==> config.mk <==
export PLATFORM = sky130hd
export DESIGN_NAME = sr_latch_sequencer
export DESIGN_NICKNAME = d
export VERILOG_FILES = /design/src/rtl/sr_ctrl_pkg.sv /design/src/rtl/sr_latch_sequencer_rr_arbiter.sv /design/src/rtl/sr_latch_sequencer.sv
export SDC_FILE = /design/constraint.sdc
export NUM_CORES = 1
export LEC_CHECK = 0
export ABC_AREA = 0
export CORE_MARGIN = 2
export CORE_UTILIZATION = 35
export CTS_BUF_LIST = sky130_fd_sc_hd__clkbuf_4 sky130_fd_sc_hd__clkbuf_8
export CTS_CLUSTER_DIAMETER = 100
export DETAILED_ROUTE_END_ITERATION = 16
export PLACE_DENSITY = 0.71
export SETUP_SLACK_MARGIN = 0.02
export SYNTH_ARGS = -nofsm -noshare
export SYNTH_HDL_FRONTEND = slang
export SYNTH_HIERARCHICAL = 1
export SYNTH_SLANG_ARGS = --single-unit
==> constraint.sdc <==
create_clock -name i_clk -period 3.4 [get_ports i_clk]
set_input_delay 0.68 -clock i_clk [delete_from_list [all_inputs] [get_ports i_clk]]
set_output_delay 0.68 -clock i_clk [all_outputs]
set_load 0.05 [all_outputs]
==> src/rtl/sr_ctrl_pkg.sv <==
// Shared constants for the SR latch sequencer: FSM state codes,
// default parameters and op encoding.
package sr_ctrl_pkg;

    localparam int N_REQ_DEF     = 4;
    localparam int N_LATCH_DEF   = 8;
    localparam int PULSE_CYC_DEF = 2;

    localparam logic OP_SET   = 1'b1;
    localparam logic OP_RESET = 1'b0;

    typedef logic [2:0] state_t;

    localparam state_t ST_IDLE  = 3'd0;
    localparam state_t ST_PULSE = 3'd1;
    localparam state_t ST_GAP   = 3'd2;
    localparam state_t ST_CHECK = 3'd3;
    localparam state_t ST_ACK   = 3'd4;

    function automatic int clog2_min1(input int v);
        return (v > 1) ? $clog2(v) : 1;
    endfunction

endpackage

==> src/rtl/sr_latch_sequencer_rr_arbiter.sv <==
// Combinational round-robin arbiter: first request at or after the
// pointer wins, wrapping around.
module rr_arbiter #(
    parameter int N_REQ = 4,
    parameter int IW    = (N_REQ > 1) ? $clog2(N_REQ) : 1
) (
    input  logic [N_REQ-1:0] req_i,
    input  logic [IW-1:0]    ptr_i,
    output logic [N_REQ-1:0] gnt_o,
    output logic [IW-1:0]    id_o,
    output logic             valid_o
);

    always_comb begin
        int j;
        j       = 0;
        gnt_o   = '0;
        id_o    = '0;
        valid_o = 1'b0;
        for (int k = 0; k < N_REQ; k++) begin
            j = (int'(ptr_i) + k) % N_REQ;
            if (!valid_o && req_i[j[IW-1:0]]) begin
                valid_o           = 1'b1;
                id_o              = j[IW-1:0];
                gnt_o[j[IW-1:0]] = 1'b1;
            end
        end
    end

endmodule

==> src/rtl/sr_latch_sequencer.sv <==
// Round-robin sequencer driving clean S/R pulses into a shared latch bank.
// Optional readback check enabled by defining SR_READBACK_CHECK_EN.
module sr_latch_sequencer
    import sr_ctrl_pkg::*;
#(
    parameter int N_REQ     = N_REQ_DEF,
    parameter int N_LATCH   = N_LATCH_DEF,
    parameter int PULSE_CYC = PULSE_CYC_DEF
) (
    input  logic                               i_clk,
    input  logic                               i_rst_n,
    input  logic [N_REQ-1:0]                   i_req,
    input  logic [N_REQ-1:0]                   i_set,
    input  logic [N_REQ*$clog2(N_LATCH)-1:0]   i_idx,
    output logic [N_REQ-1:0]                   o_ack,
    output logic [N_LATCH-1:0]                 o_s,
    output logic [N_LATCH-1:0]                 o_r,
    output logic                               o_busy,
    input  logic [N_LATCH-1:0]                 i_q,
    output logic                               o_err
);

    localparam int IW = $clog2(N_REQ);
    localparam int LW = $clog2(N_LATCH);
    localparam int CW = clog2_min1(PULSE_CYC);

    if (PULSE_CYC < 1) begin : g_bad_pulse
        $error("PULSE_CYC must be at least 1");
    end
    if (N_REQ < 2 || N_LATCH < 2) begin : g_bad_size
        $error("N_REQ and N_LATCH must be at least 2");
    end

    state_t               state_q, state_d;
    logic [CW-1:0]        cnt_q, cnt_d;
    logic [IW-1:0]        ptr_q, ptr_d;
    logic [IW-1:0]        win_q, win_d;
    logic                 op_q, op_d;
    logic [LW-1:0]        idx_q, idx_d;
    logic [N_LATCH-1:0]   s_q, s_d, r_q, r_d;
    logic [N_REQ-1:0]     ack_q, ack_d;

    logic [N_REQ-1:0]     arb_gnt_unused;
    logic [IW-1:0]        arb_id;
    logic                 arb_valid;
    logic [LW-1:0]        sel_idx;

    rr_arbiter #(.N_REQ(N_REQ), .IW(IW)) u_arb (
        .req_i   (i_req),
        .ptr_i   (ptr_q),
        .gnt_o   (arb_gnt_unused),
        .id_o    (arb_id),
        .valid_o (arb_valid)
    );

    assign sel_idx = i_idx[int'(arb_id) * LW +: LW];

`ifdef SR_READBACK_CHECK_EN
    logic err_q, err_d;
`endif

    always_comb begin
        state_d = state_q;
        cnt_d   = cnt_q;
        ptr_d   = ptr_q;
        win_d   = win_q;
        op_d    = op_q;
        idx_d   = idx_q;
        s_d     = s_q;
        r_d     = r_q;
        ack_d   = '0;
`ifdef SR_READBACK_CHECK_EN
        err_d   = err_q;
`endif
        unique case (state_q)
            ST_IDLE: begin
                if (arb_valid) begin
                    win_d   = arb_id;
                    op_d    = i_set[arb_id];
                    idx_d   = sel_idx;
                    cnt_d   = CW'(PULSE_CYC - 1);
                    state_d = ST_PULSE;
                    if (i_set[arb_id] == OP_SET) s_d[sel_idx] = 1'b1;
                    else                         r_d[sel_idx] = 1'b1;
                end
            end
            ST_PULSE: begin
                if (cnt_q == '0) begin
                    s_d     = '0;
                    r_d     = '0;
                    state_d = ST_GAP;
                end else begin
                    cnt_d = cnt_q - 1'b1;
                end
            end
            ST_GAP: begin
`ifdef SR_READBACK_CHECK_EN
                state_d = ST_CHECK;
`else
                state_d       = ST_ACK;
                ack_d[win_q]  = 1'b1;
`endif
            end
`ifdef SR_READBACK_CHECK_EN
            ST_CHECK: begin
                if (i_q[idx_q] != op_q) err_d = 1'b1;
                state_d      = ST_ACK;
                ack_d[win_q] = 1'b1;
            end
`endif
            ST_ACK: begin
                state_d = ST_IDLE;
                ptr_d   = (win_q == IW'(N_REQ - 1)) ? '0 : win_q + 1'b1;
            end
            default: begin
                state_d = ST_IDLE;
                s_d     = '0;
                r_d     = '0;
            end
        endcase
    end

    always_ff @(posedge i_clk or negedge i_rst_n) begin
        if (!i_rst_n) begin
            state_q <= ST_IDLE;
            cnt_q   <= '0;
            ptr_q   <= '0;
            win_q   <= '0;
            op_q    <= OP_RESET;
            idx_q   <= '0;
            s_q     <= '0;
            r_q     <= '0;
            ack_q   <= '0;
        end else begin
            state_q <= state_d;
            cnt_q   <= cnt_d;
            ptr_q   <= ptr_d;
            win_q   <= win_d;
            op_q    <= op_d;
            idx_q   <= idx_d;
            s_q     <= s_d;
            r_q     <= r_d;
            ack_q   <= ack_d;
        end
    end

`ifdef SR_READBACK_CHECK_EN
    always_ff @(posedge i_clk or negedge i_rst_n) begin
        if (!i_rst_n) err_q <= 1'b0;
        else          err_q <= err_d;
    end
    assign o_err = err_q;
`else
    // Readback path is absent; keep its inputs visibly consumed.
    logic chk_unused;
    assign chk_unused = ^{i_q, idx_q, op_q};
    assign o_err      = 1'b0;
`endif

    assign o_s    = s_q;
    assign o_r    = r_q;
    assign o_ack  = ack_q;
    assign o_busy = (state_q != ST_IDLE);

endmodule
Word level (Yosys, flattened, before mapping)
Index checks and enable logic that the tools add are counted.
- register bits: 28
- bits of input ports: 30
- output and inout bits: 22
- $add $sub $neg: 5
- multipliers: 1
- magnitude comparators: 9
- equality and inequality tests: 8
- shift-type cells: 1
- multiplexer cells: 37
- bitwise gates (word level): 3
- reduce and logical (&&, ||, !) cells: 17
- operators by type and width (cell ; number):
    $pmux W8 S3 ; 2
    $mux W8 ; 5
    $lt A2 B3 Y1 const B ; 6
    $or A8 B8 Y8 ; 2
    $mux W1 ; 13
    $shiftx A12 B5 Y3 ; 1
    $bmux W1 S2 ; 5
    $mux W2 ; 5
    $pmux W3 S3 ; 1
    $ne A2 B2 Y1 const B ; 4
    $reduce_and A4 Y1 ; 2
    $mux W3 ; 2
    $reduce_and A2 Y1 ; 3
    $logic_and A1 B1 Y1 ; 5
    $add A2 B1 Y2 const B ; 2
    $add A2 B2 Y2 const B ; 2
    $lt A3 B4 Y1 const B ; 1
    $mul A2 B2 Y4 const B ; 1
    $mux W4 ; 1
    $demux W1 S3 ; 1
    $eq A3 B1 Y1 const B ; 1
    $eq A3 B2 Y1 const B ; 1
    $eq A3 B3 Y1 const B ; 1
    $ge A3 B1 Y1 const B ; 1
    other kinds (11) ; 13

Depth between registers and ports, before layout
- depth in word-level cells: 22
- depth in mapped cells: 13

Hierarchy
Netlist, hierarchy kept.
- modules (own cells, without submodules) (module ; instances ; cells each ; area each (µm²) ; sequential area each (µm²)):
    sr_latch_sequencer ; 1 ; 111 ; 1376.3 ; 700.7
    rr_arbiter ; 1 ; 45 ; 422.9 ; 0.0

Worst setup path before layout
No wires, ideal clock.
- path type: register to register
- start: register ptr_q[0]
- end: register r_q[3] (netlist: o_r[3])
- library setup time: 121 ps
- data arrival time: 2931 ps
- required time: 3279 ps
- setup slack: 348 ps
- cell stages (with the launch flop): 13
- path buffers: 3
- clock period less this slack: 3052 ps
- cells stage by stage: dfrtp_1 -> buf_6 -> inv_1 -> ha_1 -> mux4_2 -> buf_6 -> and2b_2 -> o21ai_0 -> o31ai_1 -> buf_6 -> mux4_2 -> and2_1 -> a22o_1
- cells in the longest elaborated chain, start to end: 22
- elaborated cells on any way between the ends: 41
- those cells by class: 3 x add/sub; 1 x mul; 2 x order compare; 2 x eq/ne; 1 x shift; 23 x mux; 1 x bitwise; 8 x reduce/logical
- ends and longest elaborated chain (element ; RTL line ; source):
    start: declaration ; sr_latch_sequencer.sv:36 ; logic [IW-1:0] ptr_q, ptr_d;
    start signal: assignment ; sr_latch_sequencer.sv:137 ; ptr_q <= ptr_d;
    parallel branches: the longest is 11 deep, another holds $add A2 B1 Y2 ; -- ;
    $mux W2 (*) ; sr_latch_sequencer_rr_arbiter.sv:22 ; if (!valid_o && req_i[j[IW-1:0]]) begin
    via arb_id[0] ; sr_latch_sequencer.sv:44 ; logic [IW-1:0] arb_id;
    $mul A2 B2 Y4 ; sr_latch_sequencer.sv:56 ; assign sel_idx = i_idx[int'(arb_id) * LW +: LW];
    $shiftx A12 B5 Y3 ; sr_latch_sequencer.sv:56 ;
    $lt A3 B4 Y1 (not written as such) or $ge A3 B1 Y1 (tied branches) ; sr_latch_sequencer.sv:84 ; else r_d[sel_idx] = 1'b1;
    $logic_and A1 B1 Y1 (not written as such) ; sr_latch_sequencer.sv:84 ;
    $mux W1 (not written as such) ; sr_latch_sequencer.sv:84 ;
    $demux W1 S3 ; sr_latch_sequencer.sv:84 ;
    $or A8 B8 Y8 (no line) ; -- ;
    $mux W8 ; sr_latch_sequencer.sv:83 ; if (i_set[arb_id] == OP_SET) s_d[sel_idx] = 1'b1;
    $mux W8 ; sr_latch_sequencer.sv:77 ; if (arb_valid) begin
    $pmux W8 S3 ; sr_latch_sequencer.sv:75 ; unique case (state_q)
    end signal: assignment ; sr_latch_sequencer.sv:142 ; r_q <= r_d;
    end: declaration ; sr_latch_sequencer.sv:40 ; logic [N_LATCH-1:0] s_q, s_d, r_q, r_d;
Mark *: on every way through the listed nets, which the timed path passes. The select of a mux whose other input is x is not followed.
A chain may end at the register's enable or synchronous reset.

Worst setup path in the final report
- start: input i_req[0]
- end: register r_q[3] (netlist: o_r[3])
- cells in the longest elaborated chain, start to end: 22
- elaborated cells on any way between the ends: 38
- those cells by class: 1 x mul; 2 x order compare; 2 x eq/ne; 1 x shift; 23 x mux; 1 x bitwise; 8 x reduce/logical
- ends and longest elaborated chain (element ; RTL line ; source):
    start: declaration ; sr_latch_sequencer.sv:12 ; input logic [N_REQ-1:0] i_req,
    $bmux W1 S2 ; sr_latch_sequencer_rr_arbiter.sv:22 ;
    $mux W1 (not written as such) ; sr_latch_sequencer_rr_arbiter.sv:22 ;
    $mux W1 ; sr_latch_sequencer_rr_arbiter.sv:22 ;
    $logic_not A1 Y1 ; sr_latch_sequencer_rr_arbiter.sv:22 ;
    $logic_and A1 B1 Y1 ; sr_latch_sequencer_rr_arbiter.sv:22 ;
    $mux W1 ; sr_latch_sequencer_rr_arbiter.sv:22 ;
    $logic_not A1 Y1 ; sr_latch_sequencer_rr_arbiter.sv:22 ;
    $logic_and A1 B1 Y1 ; sr_latch_sequencer_rr_arbiter.sv:22 ;
    (+4 left out) ; -- ;
    via arb_id[0] ; sr_latch_sequencer.sv:44 ;
    (+2 left out) ; -- ;
    $lt A3 B4 Y1 (not written as such) or $ge A3 B1 Y1 (tied branches) ; sr_latch_sequencer.sv:84 ;
    $logic_and A1 B1 Y1 (not written as such) ; sr_latch_sequencer.sv:84 ;
    $mux W1 (not written as such) ; sr_latch_sequencer.sv:84 ;
    $demux W1 S3 ; sr_latch_sequencer.sv:84 ;
    $or A8 B8 Y8 (no line) ; -- ;
    $mux W8 ; sr_latch_sequencer.sv:83 ;
    $mux W8 ; sr_latch_sequencer.sv:77 ;
    $pmux W8 S3 ; sr_latch_sequencer.sv:75 ;
The timed path passes the listed nets; every way through them passes the cells marked *. The select of a mux whose other input is x is not followed.

==> flow_metrics.tcl <==
set metrics [dict create \
    status "completed" \
    max-vdd-ir-drop_mv 0.4166 \
    drc 0 \
    timing.hold.ws_ps 492.9 \
    rows 25 \
    clk_path_buf_depth 2 \
    grt_start_max_net_pins 29 \
    leakagePower_nw 0.9846 \
    worstMarginPinSlew_ps 530.6 \
    maxSlewViolCount 0 \
    worstReg2RegEnd "o_r[3]" \
    power.density_nw_per_um2 1060 \
    cts_tree "built" \
    grt_pass1_wl_um 5485 \
    drive_above_1_share_pct 18.85 \
    worstPathMaxFanout 8 \
    slew_headroom_pct 64.63 \
    slowest_stage "mux4_1" \
    crit_arrival_ps 3320 \
    design.die.area_um2 5337 \
    viasPerCell 5.016 \
    syn-cell-area_um2 1669 \
    track_usage_pct 12.84 \
    postRouteAntennaNets 0 \
    skew_ps 4.957 \
    ys_warn_count 6 \
    dpl.hpwl_um 2561 \
    cts_sinks 28 \
    fin_ws_ps 245.1 \
    via_count 1229 \
    cts_buffers 3 \
    die-width_um 73.06 \
    first_global_vias 1196 \
    syn-num-nets 175 \
    min_to "o_s[7]" \
    clk_transition_reported_paths_ps 90 \
    wirelength_um 3211 \
    first_iter_violations 68 \
    wl_per_cell_um 13.11 \
    cts.htree.levels 1 \
    rsz0062_at_grt "no" \
    coreArea_um2 4661 \
    path_cells "clkdlybuf4s50_1 > mux4_1 > o31ai_1 > buf_4 > mux4_2 > and2_1 > a22o_1" \
    reg2reg_depth 10 \
    endpoint_kind "register" \
    critical_path_buf_inv_count 2 \
    grt_antenna_before_repair 0 \
    min_from "o_s[7]" \
    dp_slack_ps -63.40 \
    n_antenna_cell 0 \
    cp_data_required_time_ps 3570 \
    fin_crit_ps 3155 \
    root_buffer "clkbuf_8" \
    nets 227 \
    cp_slowest_stage_delay_ps 640 \
    ioPinCount 52 \
    crit_family "multiplexers" \
    drtPass1Iterations 4 \
    worstReg2RegStart "ptr_q[1]" \
    syn_avg_cell_area_um2 11.92 \
    clock_latency_ps 270 \
    syn_inst 140 \
    timing.fmax_mhz 317.0 \
    cap_viol_max_count 0 \
    numPortBuffers 42 \
    total_power_mw 2.385 \
    grt.overflow.total 0 \
    hold_viol_final 0 \
    min_path_cells 2 \
    finalSetupTns_ps 0 \
    die_h_um 73.06 \
    place_congestion 0.7926 \
    ff2ff_setup_slack_ps 430 \
    setup.worst_path.start_class "input pin" \
    initial_core_util_pct 35.81 \
    hold_class "reg -> reg" \
    finalSetupViolations 0 \
    critical_path_class "in -> reg" \
    area_growth_pct 34.78 \
    fin_crit_sh_pct 92.79 \
    postCtsHoldBufs 0 \
]
==> stage by stage <==
stage,cells,utilization [%],area [µm²]
floorplan,140,-,1669
global placement,241,47.03,2192
detailed placement,241,47.03,2192
CTS,245,48.21,2247
global route,245,48.27,2250
finish,245,48.27,2250
==> timing repair <==
item,CTS,global route
gates resized for setup,0,1
setup endpoints to repair,0,1
setup buffers,0,0
==> placed cells by master (no fill, tap or decap), types with 4 or more instances in the layout <==
cell	count
dfrtp_1	28
ha_1	5
nand2_1	12
clkbuf_8	4
inv_1	6
nor2_1	6
a22o_1	12
buf_4	14
a21oi_1	4
mux2i_1	6
and2_1	5
clkdlybuf4s50_1	42
==> area by class of cell <==
| class | instances | area (µm²) |
|---|---|---|
| well taps | 54 | 67.56 |
| fillers | 424 | 2411 |
| inverters | 8 | 30.03 |
| clock buffers | 4 | 55.05 |
| multi-input cells | 95 | 870.8 |
| repair buffers | 56 | 525.5 |
| flip-flops and latches | 28 | 700.7 |
==> where the power goes <==
part / internal [mW] / switching, mW / total [mW]
combinational: 0.723 / 0.900 / 1.62
clock: 0.104 / 0.0982 / 0.202
sequential: 0.445 / 0.116 / 0.561
total: 1.27 / 1.11 / 2.38
==> layer usage <==
layer / vias up / track usage, % / wire length (µm)
met1: 587 / 18.85 / 1586
met2: 23 / 20.02 / 1509
met5: - / 0 / 0
li1: 615 / - / -
met3: 4 / 0.8287 / 54
met4: 0 / 4.321 / 59
==> tightest hold or removal path, delay by kind of cell (launching register included) <==
family	cells	cell delay, ps
compound gates	1	60
flops	1	350
simple gates	1	50
==> worst max-delay path by stage <==
stage / start / end / depth (start not counted)
3_3_place_gp: i_req[0] / o_r[3] / 9
2_1_floorplan: i_req[2] / o_r[3] / 7
3_5_place_dp: i_req[0] / o_r[7] / 7
4_1_cts: i_req[0] / o_r[7] / 7
5_1_grt: i_req[0] / o_r[3] / 9
6_report: i_req[0] / o_r[3] / 7
==> state kept, by name, summed over array words and instances (netlist names) <==
signal / count
state_q: 3
win_q: 2
cnt_q: 1
o_r: 8
o_s: 8
o_ack: 4
ptr_q: 2
No activity file was read; power rests on OpenSTA's default activity.
